==> config.mk <==
export PLATFORM = sky130hd
export DESIGN_NAME = uart_tx
export DESIGN_NICKNAME = d
export VERILOG_FILES = /design/src/rtl/uart_pkg.sv /design/src/rtl/parity_calc.sv /design/src/rtl/uart_tx.sv
export SDC_FILE = /design/constraint.sdc
export NUM_CORES = 1
export LEC_CHECK = 0
export CORE_MARGIN = 2
export CORE_UTILIZATION = 25
export CTS_CLUSTER_DIAMETER = 120
export CTS_CLUSTER_SIZE = 24
export DETAILED_ROUTE_END_ITERATION = 8
export PLACE_DENSITY = 0.48
export SLEW_MARGIN = 40
export SYNTH_ARGS = -nofsm -noshare
export SYNTH_HDL_FRONTEND = slang
export SYNTH_SLANG_ARGS = --single-unit
==> constraint.sdc <==
create_clock -name clk -period 3.1 [get_ports clk]
set_input_delay 0.31 -clock clk [delete_from_list [all_inputs] [get_ports clk]]
set_output_delay 0.31 -clock clk [all_outputs]
set_load 0.05 [all_outputs]
==> src/rtl/uart_pkg.sv <==
// ---------------------------------------------------------------------------
// uart_pkg
// Shared definitions for the UART transmit and receive blocks.
//   - uart_state_e         : frame FSM states
//   - PAR_EVEN / PAR_ODD   : encoding of the par_typ input
//   - UART_DATA_WIDTH      : default data bits per frame
//   - UART_PRESCALE_WIDTH  : default width of the prescale input
// ---------------------------------------------------------------------------
package uart_pkg;

  localparam int UART_DATA_WIDTH     = 8;
  localparam int UART_PRESCALE_WIDTH = 6;

  localparam logic PAR_EVEN = 1'b0;
  localparam logic PAR_ODD  = 1'b1;

  typedef enum logic [2:0] {
    IDLE   = 3'd0,
    START  = 3'd1,
    DATA   = 3'd2,
    PARITY = 3'd3,
    STOP   = 3'd4
  } uart_state_e;

endpackage

==> src/rtl/parity_calc.sv <==
// ---------------------------------------------------------------------------
// parity_calc
// Combinational parity of a DATA_WIDTH word. Shared with the receive-side
// parity checker so both ends agree on the convention.
// Ports:
//   data     in  [DATA_WIDTH-1:0]  word to protect
//   par_typ  in  1                 PAR_EVEN / PAR_ODD
//   par_bit  out 1                 bit that makes the total parity even/odd
// ---------------------------------------------------------------------------
module parity_calc
  import uart_pkg::*;
#(
  parameter int DATA_WIDTH = UART_DATA_WIDTH
) (
  input  logic [DATA_WIDTH-1:0] data,
  input  logic                  par_typ,
  output logic                  par_bit
);

  // Even parity: XOR of the data; odd parity: its inverse.
  assign par_bit = (^data) ^ (par_typ == PAR_ODD);

endmodule

==> src/rtl/uart_tx.sv <==
// ---------------------------------------------------------------------------
// uart_tx
// Serial UART transmitter. A word accepted through data_valid is sent on
// tx_out as: start bit, DATA_WIDTH data bits LSB first, optional parity bit,
// stop bit(s). Every bit is held for P clocks, P being the prescale value
// latched with the word (0 is treated as 1).
//
// Build option:
//   UART_TX_TWO_STOP_EN  defined   -> two stop bits (STOP lasts 2*P clocks)
//                        undefined -> one stop bit
//
// Ports:
//   clk         in  1                 clock, rising edge
//   rst         in  1                 asynchronous reset, active low
//   p_data      in  [DATA_WIDTH-1:0]  word to transmit
//   data_valid  in  1                 request; only looked at in IDLE or in
//                                     the last stop cycle
//   par_en      in  1                 1 = append parity bit
//   par_typ     in  1                 0 = even, 1 = odd parity
//   prescale    in  [PRESCALE_WIDTH-1:0] clocks per bit
//   tx_out      out 1                 registered serial line, idles high
//   busy        out 1                 registered, high while a frame is sent
// ---------------------------------------------------------------------------
module uart_tx
  import uart_pkg::*;
#(
  parameter int DATA_WIDTH     = UART_DATA_WIDTH,
  parameter int PRESCALE_WIDTH = UART_PRESCALE_WIDTH
) (
  input  logic                      clk,
  input  logic                      rst,
  input  logic [DATA_WIDTH-1:0]     p_data,
  input  logic                      data_valid,
  input  logic                      par_en,
  input  logic                      par_typ,
  input  logic [PRESCALE_WIDTH-1:0] prescale,
  output logic                      tx_out,
  output logic                      busy
);

  localparam int IDX_W = (DATA_WIDTH > 1) ? $clog2(DATA_WIDTH) : 1;
  localparam logic [IDX_W-1:0]          LAST_IDX = IDX_W'(DATA_WIDTH - 1);
  localparam logic [PRESCALE_WIDTH-1:0] ONE      = PRESCALE_WIDTH'(1);

  uart_state_e               state, state_nxt;
  logic [PRESCALE_WIDTH-1:0] cnt, cnt_nxt;
  logic [IDX_W-1:0]          bit_idx, bit_idx_nxt;

  // Word and frame configuration held for the whole frame.
  logic [DATA_WIDTH-1:0]     data_r, data_nxt;
  logic                      par_en_r, par_en_nxt;
  logic                      par_typ_r, par_typ_nxt;
  logic [PRESCALE_WIDTH-1:0] presc_r, presc_nxt;

`ifdef UART_TX_TWO_STOP_EN
  // Set once the first of the two stop bits has been sent.
  logic                      stop2, stop2_nxt;
`endif

  logic last;
  logic load;
  logic par_bit;
  logic tx_nxt;

  parity_calc #(
    .DATA_WIDTH (DATA_WIDTH)
  ) u_parity (
    .data    (data_r),
    .par_typ (par_typ_r),
    .par_bit (par_bit)
  );

  // Final clock of the current bit period.
  assign last = (cnt == presc_r - ONE);

  always_comb begin
    state_nxt   = state;
    cnt_nxt     = cnt;
    bit_idx_nxt = bit_idx;
    data_nxt    = data_r;
    par_en_nxt  = par_en_r;
    par_typ_nxt = par_typ_r;
    presc_nxt   = presc_r;
    load        = 1'b0;
`ifdef UART_TX_TWO_STOP_EN
    stop2_nxt   = stop2;
`endif

    case (state)
      IDLE: begin
        if (data_valid) load = 1'b1;
      end

      START: begin
        if (last) begin
          cnt_nxt     = '0;
          bit_idx_nxt = '0;
          state_nxt   = DATA;
        end else begin
          cnt_nxt = cnt + ONE;
        end
      end

      DATA: begin
        if (last) begin
          cnt_nxt = '0;
          if (bit_idx == LAST_IDX) begin
            state_nxt = par_en_r ? PARITY : STOP;
          end else begin
            bit_idx_nxt = bit_idx + IDX_W'(1);
          end
        end else begin
          cnt_nxt = cnt + ONE;
        end
      end

      PARITY: begin
        if (last) begin
          cnt_nxt   = '0;
          state_nxt = STOP;
        end else begin
          cnt_nxt = cnt + ONE;
        end
      end

      STOP: begin
        if (last) cnt_nxt = '0;
        else      cnt_nxt = cnt + ONE;
`ifdef UART_TX_TWO_STOP_EN
        if (last && !stop2) begin
          stop2_nxt = 1'b1;
        end else
`endif
        if (last) begin
`ifdef UART_TX_TWO_STOP_EN
          stop2_nxt = 1'b0;
`endif
          // Back-to-back frames: a request in the final stop clock starts
          // the next start bit with no idle gap.
          if (data_valid) load = 1'b1;
          else            state_nxt = IDLE;
        end
      end

      default: state_nxt = IDLE;
    endcase

    if (load) begin
      state_nxt   = START;
      cnt_nxt     = '0;
      data_nxt    = p_data;
      par_en_nxt  = par_en;
      par_typ_nxt = par_typ;
      presc_nxt   = (prescale == '0) ? ONE : prescale;
    end
  end

  // Line level for the next cycle, so tx_out is a plain flop output.
  // Entering DATA or PARITY never coincides with a load, so data_r is
  // already the word being sent.
  always_comb begin
    tx_nxt = 1'b1;
    case (state_nxt)
      START:   tx_nxt = 1'b0;
      DATA:    tx_nxt = data_r[bit_idx_nxt];
      PARITY:  tx_nxt = par_bit;
      default: tx_nxt = 1'b1;
    endcase
  end

  always_ff @(posedge clk or negedge rst) begin
    if (!rst) begin
      state   <= IDLE;
      cnt     <= '0;
      bit_idx <= '0;
      tx_out  <= 1'b1;
      busy    <= 1'b0;
`ifdef UART_TX_TWO_STOP_EN
      stop2   <= 1'b0;
`endif
    end else begin
      state   <= state_nxt;
      cnt     <= cnt_nxt;
      bit_idx <= bit_idx_nxt;
      tx_out  <= tx_nxt;
      busy    <= (state_nxt != IDLE);
`ifdef UART_TX_TWO_STOP_EN
      stop2   <= stop2_nxt;
`endif
    end
  end

  // Held word and configuration; only meaningful after a load, so no reset.
  always_ff @(posedge clk) begin
    data_r    <= data_nxt;
    par_en_r  <= par_en_nxt;
    par_typ_r <= par_typ_nxt;
    presc_r   <= presc_nxt;
  end

endmodule

==> key figures <==
Final layout
  • Nets: 199
  • Antenna diode count: 0
  • Area growth syn-to-layout: 24.5%
  • Share of layout cells above drive strength 1: 0.118

STA
  • Rel. slew slack: 0.512
  • Final min period: 2.61 ns
  • Final period utilization: 0.841
  • Final setup fails: 0
  • Worst Tran Pin Value: 0.729 ns
  • Setup TNS: 0 ns
  • FMAX: 384 MHz
  • Final WS setup: 0.493 ns
  • Hold Violations, Final: 0
  • Setup Skew: 0.00777 ns
  • Number of max-slew violations in the final report: 0
  • Hold_ws: 0.442 ns
  • RSZ-0062 raised after global routing: no

Clock tree
  • Cts hold-fix bufs: 0
  • CTS sink cnt: 30
  • Root Buffer Master: clkbuf_8
  • Number of H-tree levels: 2
  • Setup Buffers After CTS: 0
  • Clock slew at reported path FFs: 0.07 ns
  • Num CTS Buffers: 5
  • CTS resizes: 0
  • Max Buffers Root-to-Sink: 2
  • TritonCTS clock tree: yes
  • Skew-Pair Late Insertion Delay: 0.29 ns

Pwr
  • LEAKAGE: 0.780 nW
  • Peak VDD IR: 0.000260 V
  • P per Cell Area: 829 nW/um^2

Critical path
  • CP Class: reg -> reg
  • Reg2reg path depth: 9
  • Max incr delay on CP: 0.43 ns
  • Critical Path Start Type: flip-flop
  • Crit-path cells: inv_1 > ha_1 > or3b_1 > a211oi_2 > o211a_4 > nand2_4 > o21ai_1 > a21oi_2 > or3_1
  • Required time worst endpoint: 3.26 ns
  • Data arrival time of the critical path: 2.77 ns
  • Crit path max fanout: 7
  • Slowest-stage cell, CP: edfxtp_1
  • Setup crit end kind: flip-flop
  • Worst reg2reg startpoint: presc_r[0]
  • Critical Path Source: presc_r[0]

Placed design
  • Pre-CTS WS: 0.492 ns
  • DP Wirelength: 2560 microns
  • Port bufs: 20
  • Routability cong.: 0.846

Global routing
  • Total Routing Usage GR: 0.105
  • GR Overflow Total: 0
  • Largest net degree at the start of global routing: 17
  • First-pass GRT wire length: 5950 microns
  • Number of global-route vias before repair: 1,238
  • Antenna violations before repair: 0

Route
  • 1st-iter DRT viols: 103
  • Via density per instance: 4.89
  • Total vias in the final route: 1,248
  • ANT nets after route: 0
  • Detailed Routing Iterations Pass 1: 6
  • Routed wire length: 3440 microns
  • Per-cell routed wire length: 13.5 microns
  • DRC Markers: 0

Synthesis
  • Largest cells by area after synthesis: edfxtp_1 (29%), dfrtp_1 (19%), xnor2_1 (5.2%)
  • Share of synthesized registers carrying an async set or reset: 0.467
  • Post-Syn Area per Cell: 10.7 sq um
  • Ys flop type: edfxtp_1
  • Warnings from Yosys: 0
  • Yosys reg bits: 30
  • Sequential share of the synthesized area: 0.498
  • Area leader, netlist: edfxtp_1
  • Syn nets: 178
  • Syn Inst Count: 156
  • Synthesized area: 1670 sq um
  • Synth cell types: 47
  • Synth top area share: 0.288
  • EDFF count, synth: 16

Die
  • Initial core utilization: 0.260
  • Row count: 29
  • Die height: 85.7 microns
  • Total die area: 7350 sq um
  • Die width: 85.7 microns
  • # IOs: 21
  • Core Area: 6420 sq um

Hold path
  • HP Class: in -> async

Job
  • Max-Cap Viols: 0

Status
  • Outcome: finished, final reports clean
[worst paths after layout]
| path | end | slack [ns] |
|---|---|---|
| setup reg to reg | busy | 0.49 |
| max in group asynchronous | bit_idx[2] | 2.21 |
| hold / removal | bit_idx[0] | 0.44 |
| setup / recovery | busy | 0.49 |
| min in group clk | cnt[5] | 0.57 |
| hold reg to reg | cnt[5] | 0.57 |
[worst max-delay path, delay by kind of cell (launching register included)]
kind / cells / cell delay, ns
flops: 1 / 0.43
fa+ha+maj: 1 / 0.20
buf+inv: 1 / 0.08
compound gates: 4 / 0.92
simple gates: 3 / 0.85
[where the power goes]
part           switching, W  internal [W]
combinational      0.000351      0.000259
sequential         0.000116      0.000527
clock              0.000153      0.000318
[cell type report]
cell class                 count  area (sq um)
fill                         651          4340
sequential                    30           832
multi-input combinational    112           785
timing repair buffer          21           208
tap                           77          96.3
clock buffer                   5          68.8
clock inverter                 3          63.8
inverter                       7          26.3
[through the flow]
step / cell area [sq um] / instances / power, W / utilization
6_report: 2080 / 255 / 0.00172 / 0.324
2_1_floorplan: 1670 / 156 / 0.00110 / -
4_1_cts: 2080 / 255 / 0.00174 / 0.324
3_3_place_gp: 1950 / 247 / 0.00127 / 0.303
3_5_place_dp: 1950 / 247 / 0.00126 / 0.303
5_1_grt: 2080 / 255 / 0.00185 / 0.324
[layout by cell type, fill, tap and decap left out, types with 5 or more instances in the layout]
cell type / instances
xnor2_1: 10
edfxtp_1: 16
nand4_1: 6
nand3_1: 10
dfrtp_1: 13
o21ai_0: 9
nand2_1: 8
nor2_1: 10
inv_1: 7
clkbuf_8: 5
clkdlybuf4s50_1: 20
xor2_1: 8
a21oi_1: 5
[sequential cells by signal (all words and copies together), names as in the netlist]
register   flops
bit_idx        3
busy           1
cnt            6
data_r         8
par_en_r       1
par_typ_r      1
presc_r        6
state          3
tx_out         1
[synthesized netlist by cell type, types with 2 or more instances]
cell	n
a21oi_1	5
a31oi_1	3
a32oi_1	2
and3_1	3
clkbuf_1	6
dfrtp_1	13
edfxtp_1	16
ha_1	3
inv_1	7
nand2_1	8
nand2b_1	3
nand3_1	10
nand4_1	6
nor2_1	10
nor3_1	3
o21ai_0	9
o21ai_1	2
o21bai_1	2
xnor2_1	10
xor2_1	8
[metal layers]
layer | global-route usage | wire, microns | share of wire | vias up
met4 | 0.0563 | 60 | 0.017 | 0
li1 | - | - | - | 622
met3 | 0.0289 | 167 | 0.049 | 6
met5 | 0 | 0 | 0 | -
met2 | 0.152 | 1480 | 0.43 | 33
met1 | 0.144 | 1730 | 0.50 | 587
[cell families (layout without fill, tap and decap cells)]
family / count (synthesis) / after routing / synth area share
compound gates: 38 / 38 / 0.180
xor+xnor: 18 / 18 / 0.0944
fa+ha+maj: 3 / 3 / 0.0225
buf+inv: 14 / 36 / 0.0322
flops: 30 / 30 / 0.498
mux: 1 / 1 / 0.00599
simple gates: 52 / 52 / 0.167
Power figures use the tool's default switching activity.
